--- src/rtl/mult_div_unit.sv ---
// mult_div_unit: multi-cycle multiply/divide unit that owns the MIPS HI/LO
// registers. It serves mult/multu/div/divu/mthi/mtlo, and busy stalls the
// controller while an operation is in flight.
// Optional feature macro MDU_DIV_EN: when it is defined, div/divu are built.
// When it is undefined, a div/divu start is ignored.
module mult_div_unit #(
  parameter int MULT_CYCLES = 5,
  parameter int DIV_CYCLES  = 10
) (
  input  logic        clk,
  input  logic        reset,
  input  logic        start,
  input  logic [1:0]  op,
  input  logic [31:0] a,
  input  logic [31:0] b,
  input  logic        we_hi,
  input  logic        we_lo,
  input  logic [31:0] wdata,
  output logic        busy,
  output logic [31:0] hi,
  output logic [31:0] lo
);

  localparam int CNT_MAX = (MULT_CYCLES > DIV_CYCLES) ? MULT_CYCLES : DIV_CYCLES;
  localparam int CW      = $clog2(CNT_MAX + 1);

  typedef enum logic {
    S_IDLE = 1'b0,
    S_RUN  = 1'b1
  } state_t;

  state_t        r_state, w_state_nxt;
  logic [CW-1:0] r_count;
  logic [63:0]   r_pend;      // result captured at launch, committed at the end
  logic          r_pend_wr;   // cleared for divide-by-zero: HI/LO keep their values
  logic [31:0]   r_hi, r_lo;

  logic          w_is_div, w_signed, w_op_ok, w_accept, w_last;
  logic [63:0]   w_mul_a, w_mul_b, w_mul_p;
  logic [63:0]   w_result;
  logic          w_result_wr;
  logic [CW-1:0] w_load;

  // op encoding: bit 1 selects divide, and bit 0 selects unsigned.
  assign w_is_div = op[1];
  assign w_signed = ~op[0];

  // The low 64 bits of a 64x64 product of the extended operands give the
  // exact signed or unsigned 32x32 product.
  assign w_mul_a = {{32{w_signed & a[31]}}, a};
  assign w_mul_b = {{32{w_signed & b[31]}}, b};
  assign w_mul_p = w_mul_a * w_mul_b;

`ifdef MDU_DIV_EN
  logic        w_neg_a, w_neg_b, w_b_zero;
  logic [31:0] w_abs_a, w_abs_b, w_div_b, w_quo, w_rem;

  // The signed divide runs on magnitudes, and the signs are fixed up
  // afterwards. The quotient then truncates toward zero, and the remainder
  // follows the dividend. The 0x80000000 / -1 case wraps to 0x80000000 with
  // a remainder of 0.
  assign w_neg_a  = w_signed & a[31];
  assign w_neg_b  = w_signed & b[31];
  assign w_abs_a  = w_neg_a ? (32'd0 - a) : a;
  assign w_abs_b  = w_neg_b ? (32'd0 - b) : b;
  assign w_b_zero = (b == 32'd0);
  assign w_div_b  = w_b_zero ? 32'd1 : w_abs_b;   // keeps the divider defined; result discarded
  assign w_quo    = w_abs_a / w_div_b;
  assign w_rem    = w_abs_a % w_div_b;
  assign w_op_ok  = 1'b1;
`else
  assign w_op_ok  = ~w_is_div;
`endif

  // Select the result to capture at launch, and select the busy length.
  always_comb begin
    // NOTE: every output gets a default first so no path leaves a latch.
    w_result    = w_mul_p;
    w_result_wr = 1'b1;
    w_load      = CW'(MULT_CYCLES);
`ifdef MDU_DIV_EN
    if (w_is_div) begin
      w_result    = {(w_neg_a ? (32'd0 - w_rem) : w_rem),
                     ((w_neg_a ^ w_neg_b) ? (32'd0 - w_quo) : w_quo)};
      w_result_wr = ~w_b_zero;
      w_load      = CW'(DIV_CYCLES);
    end
`endif
  end

  assign w_accept = start && (r_state == S_IDLE) && w_op_ok;
  assign w_last   = (r_state == S_RUN) && (r_count == CW'(1));

  // State register.
  always_ff @(posedge clk or negedge reset) begin
    // NOTE: sequential state uses non-blocking assignments so every flop
    // samples pre-edge values.
    if (!reset) r_state <= S_IDLE;
    else        r_state <= w_state_nxt;
  end

  // Next-state logic: launch on an accepted start, and return at terminal count.
  always_comb begin
    w_state_nxt = r_state;
    case (r_state)
      S_IDLE:  if (w_accept) w_state_nxt = S_RUN;
      S_RUN:   if (w_last)   w_state_nxt = S_IDLE;
      default: w_state_nxt = S_IDLE;
    endcase
  end

  // Datapath: counter, pending result, HI/LO commit, and mthi/mtlo writes.
  always_ff @(posedge clk or negedge reset) begin
    if (!reset) begin
      r_count   <= '0;
      r_pend    <= '0;
      r_pend_wr <= 1'b0;
      r_hi      <= '0;
      r_lo      <= '0;
    end else if (r_state == S_IDLE) begin
      if (w_accept) begin
        r_count   <= w_load;
        r_pend    <= w_result;
        r_pend_wr <= w_result_wr;
      end else begin
        if (we_hi) r_hi <= wdata;
        if (we_lo) r_lo <= wdata;
      end
    end else if (w_last) begin
      r_count <= '0;
      if (r_pend_wr) begin
        r_hi <= r_pend[63:32];
        r_lo <= r_pend[31:0];
      end
    end else begin
      r_count <= r_count - CW'(1);
    end
  end

  assign busy = (r_state == S_RUN);
  assign hi   = r_hi;
  assign lo   = r_lo;

endmodule

--- config.mk ---
export PLATFORM = sky130hd
export DESIGN_NAME = mult_div_unit
export DESIGN_NICKNAME = d
export VERILOG_FILES = /design/src/rtl/mult_div_unit.sv
export SDC_FILE = /design/constraint.sdc
export NUM_CORES = 2
export LEC_CHECK = 0
export ABC_AREA = 1
export CAP_MARGIN = 10
export CORE_ASPECT_RATIO = 1.4
export CORE_MARGIN = 2
export CORE_UTILIZATION = 59
export CTS_BUF_LIST = sky130_fd_sc_hd__clkbuf_4
export DETAILED_ROUTE_END_ITERATION = 16
export PLACE_DENSITY = 0.81
export SYNTH_ARGS = -nofsm -noshare
export SYNTH_HDL_FRONTEND = slang
export SYNTH_SLANG_ARGS = --single-unit
--- constraint.sdc ---
create_clock -name clk -period 1.7 [get_ports clk]
set_clock_uncertainty 0.15 [all_clocks]
set_input_delay 0.17 -clock clk [delete_from_list [all_inputs] [get_ports clk]]
set_output_delay 0.17 -clock clk [all_outputs]
set_load 0.005 [all_outputs]
==> results.sh, run 1 <==
export IMPL_grt_total_usage=0.667
export IMPL_cts_buffers=17
export IMPL_synth_commonest_cells="nand2_1, inv_1, fa_1"
export IMPL_dp_hpwl_mm=122
export IMPL_synth_edf_count=0
export IMPL_synth_ff_type="dfrtp_1"
export IMPL_yosysMostFrequentCell="nand2_1"
export IMPL_synth_cell_area_mm2=0.0454
export IMPL_root_buffer="clkbuf_4"
export IMPL_synth_async_reset_ratio=1.00
export IMPL_clock_path_buffers=2
export IMPL_grt_max_degree=65
export IMPL_yosysTopAreaCellShare=0.496
export IMPL_port_buffers=167
export IMPL_yosysTopAreaCell="fa_1"
export IMPL_start_util=0.594
export IMPL_endpoint_type="sequential cell input"
export IMPL_ys_seq_area_frac=0.0738
export IMPL_synth_cell_types=39
export IMPL_place_area_mm2=0.0540
export IMPL_htreeDepth=4
export IMPL_first_error="[ERROR GRT-0232] Routing congestion too high. Check the congestion heatmap in the GUI."
export IMPL_fp_dieW_um=239
export IMPL_place_congestion=0.973
export IMPL_yosys_warnings=0
export IMPL_syn_num_nets=7140
export IMPL_syn_area_per_cell_um2=7.97
export IMPL_failed_stage="global routing (5_1_grt)"
export IMPL_synth_area_leaders="fa_1, nand2_1, inv_1"
export IMPL_ys_ff_latch=134
export IMPL_io_pins=168
export IMPL_clkSinkCount=134
export IMPL_grt_ovfl_total=394
export IMPL_synthCells=5698
export IMPL_rows=120
export IMPL_outcome="aborted with a tool error"
export IMPL_worstEndpointGrtRepair="r_pend[54]$_DFFE_PN0P_/D"
export IMPL_die_height_um=332
==> kinds of logic after synthesis <==
logic type               synth area share
adder cells (fa/ha/maj)             0.555
XOR/XNOR                          0.00386
buffers and inverters               0.160
AND/OR/NAND/NOR                     0.178
flip-flops                         0.0738
AO/OA/AOI/OAI                      0.0303
==> through the flow <==
stage | hold slack, ns | worst slack, ns | util | instances | TNS [ns]
floorplan | -0.276 | -5.02 | - | 5698 | -258.43
global placement | -0.0598 | -5.91 | 0.707 | 7107 | -334.77
detailed placement | -0.0541 | -5.94 | 0.707 | 7107 | -342.00
CTS | 0.0394 | -4.63 | 0.777 | 7353 | -269.10
==> routing by layer <==
metal	track usage	overflow
met4	0.642	136
met1	0.653	7
met3	0.492	7
met2	0.870	240
met5	0.216	4
==> what timing repair did <==
item                                     CTS
pin swaps                                357
endpoints found under the setup margin   191
endpoints found under the hold margin    134
cloned                                    37
buffers inserted                         179
hold buffers                               3
resized for setup                       1003
==> inputs of run 2 (changes only) <==
Settings changed: CORE_ASPECT_RATIO 1.4 to not set, CORE_UTILIZATION 59 to 40, CTS_BUF_LIST sky130_fd_sc_hd__clkbuf_4 to not set, PLACE_DENSITY 0.81 to not set, PLACE_DENSITY_LB_ADDON set to 0.15.
Clock period 1.7 ns to 2.21 ns, I/O delays scaled along.
==> run 2 against run 1 <==
The flow now finishes, with violations (setup timing). Synthesized cell count is the same. Area after synthesis is the same.
==> results.sh, run 2 <==
export IMPL_drt_total_wl_mm=161
export IMPL_synth_cell_types=39
export IMPL_syn_num_nets=7140
export IMPL_drv_cap=0
export IMPL_htreeDepth=4
export IMPL_slowest_stage="fa_2"
export IMPL_period_share=3.02
export IMPL_violations="setup timing"
export IMPL_synth_edf_count=0
export IMPL_multi_input_area_mm2=0.0392
export IMPL_use_met1=0.378
export IMPL_crit_required_ns=2.38
export IMPL_rows=123
export IMPL_synth_cell_area_mm2=0.0454
export IMPL_cp_common_cell="fa_1"
export IMPL_critical_path_buf_inv_count=10
export IMPL_synth_area_leaders="fa_1, nand2_1, inv_1"
export IMPL_drv_slew=0
export IMPL_layout_setup_ws_ns=-4.46
export IMPL_cpPeakStageDelay_ns=0.71
export IMPL_grt_total_usage=0.286
export IMPL_largest_register="r_pend"
export IMPL_routed_via_density=4.86
export IMPL_grt_use_met2=0.493
export IMPL_yosysTopAreaCellShare=0.496
export IMPL_hp_class="input pin to async pin"
export IMPL_clk_latency_ns=0.42
export IMPL_start_util=0.404
export IMPL_min_period_ns=6.67
export IMPL_root_buffer="clkbuf_16"
export IMPL_globalRouteMet3Util=0.0409
export IMPL_max_slew_worst_pin_slew_ns=0.574
export IMPL_yosysMostFrequentCell="nand2_1"
export IMPL_hold_violations=0
export IMPL_ys_seq_area_frac=0.0738
export IMPL_wl_per_cell_um=20.3
export IMPL_dp_cells=7665
export IMPL_synth_ff_type="dfrtp_1"
export IMPL_drc=0
export IMPL_die_area_mm2=0.116
export IMPL_dp_hpwl_mm=122
export IMPL_antenna_found_initial=4
export IMPL_path_delay_family="adder cells"
export IMPL_ant_nets=0
export IMPL_synth_async_reset_ratio=1.00
export IMPL_cp_start_kind="input pin"
export IMPL_largest_reg_flops=64
export IMPL_synth_commonest_cells="nand2_1, inv_1, fa_1"
export IMPL_grt_max_degree=76
export IMPL_worst_setup_path_end_kind="register"
export IMPL_cts_tree="yes"
export IMPL_drive_above_1_share=0.279
export IMPL_clock_fmax_mhz=150
export IMPL_outcome="finished with violations"
export IMPL_grt_pass1_vias=42208
export IMPL_fin_nets=7868
export IMPL_vias=38604
export IMPL_setup_violations=61
export IMPL_drt_iter0_drc=2379
export IMPL_grt_ovfl_total=0
export IMPL_clkSinkCount=134
export IMPL_area_delta_synth_final_pct=37.1
export IMPL_busiest_layer="met2"
export IMPL_synthCells=5698
export IMPL_final_common_cell="inv_1"
export IMPL_slew_headroom=0.618
export IMPL_firstDrtPassIters=6
export IMPL_arrival_ns=6.84
export IMPL_cts_buffers=17
export IMPL_port_buffers=167
export IMPL_yosys_warnings=0
export IMPL_die_height_um=341
export IMPL_r2r_setup_slack_ns=0.19
export IMPL_grt_pass1_wl_mm=251
export IMPL_clock_path_buffers=2
export IMPL_path_clk_slew_ns=0.06
export IMPL_fp_dieW_um=341
export IMPL_io_pins=168
export IMPL_grt_setup_unrepaired="yes"
export IMPL_instances_no_fill=7937
export IMPL_crit_type="input pin to register"
export IMPL_seq_area_mm2=0.00335
export IMPL_syn_area_per_cell_um2=7.97
export IMPL_yosysTopAreaCell="fa_1"
export IMPL_core_mm2=0.112
export IMPL_cp_max_fo=5
export IMPL_place_congestion=0.915
export IMPL_fillCellCount=10317
export IMPL_ys_ff_latch=134
export IMPL_most_common_layout_cells="inv_1, nand2_1, fa_1"
## run 2: area by class of cell
| cell class | instances | area share |
|---|---|---|
| multi-input cells | 3647 | 0.629 |
| repair buffers | 976 | 0.178 |
| inverters | 1648 | 0.100 |
| flip-flops and latches | 134 | 0.0538 |
| well taps | 1500 | 0.0301 |
| clock buffers | 19 | 0.00711 |
| clock inverters | 10 | 0.00213 |
| repair inverters | 2 | 0.000281 |
| diodes | 1 | 0.0000402 |
## run 2: cell families after synthesis
logic type	synth area share
adders and majority gates	0.555
buffers and inverters	0.160
DFF	0.0738
and+or+nand+nor	0.178
xor gates and xnor gates	0.00386
AOI/OAI and AO/OA	0.0303
## run 2: what timing repair did
action / in CTS / in global routing
setup buffers: 146 / 41
cloned: 57 / 5
pin swaps: 407 / 170
hold endpoints to repair: 52 / 0
gates resized for setup: 1145 / 263
endpoints found under the setup margin: 62 / 63
hold buffers: 1 / 0
## run 2: per-layer routing
metal / part of all wire / vias to the layer above
met5: 0.000081 / -
met4: 0.035 / 2
met3: 0.064 / 229
met2: 0.49 / 1070
met1: 0.41 / 19821
li1: - / 17482
## run 2: stage by stage
step / util / setup WS, ns / setup TNS [ns] / instance area [um2] / hold WS, ns
finish: 0.554 / -4.46 / -236.52 / 62300 / 0.201
CTS: 0.544 / -4.38 / -233.77 / 61200 / 0.205
detailed placement: 0.488 / -5.51 / -299.72 / 54800 / 0.0858
floorplan: - / -4.57 / -222.24 / 47900 / -0.225
global placement: 0.488 / -5.53 / -298.64 / 54800 / 0.0974
global route: 0.554 / -4.63 / -247.38 / 62300 / 0.228
## run 2: worst paths after layout
path,to,from,cells past startpoint
max in group asynchronous,r_pend[25]$_DFFE_PN0P_,reset,3
min in group clk,hi[4]$_DFFE_PN0P_,wdata[4],3
worst min register to register,r_pend[2]$_DFFE_PN0P_,r_pend[2]$_DFFE_PN0P_,2
worst max register to register,lo[5]$_DFFE_PN0P_,r_count[1]$_DFFE_PN0P_,11
worst min-delay path,r_pend[2]$_DFFE_PN0P_,reset,2
worst max-delay path,r_pend[60]$_DFFE_PN0P_,a[31],30
Power of run 2 is not shown: default switching activity piles up to over one toggle a cycle in this logic, so the estimate is an artifact.
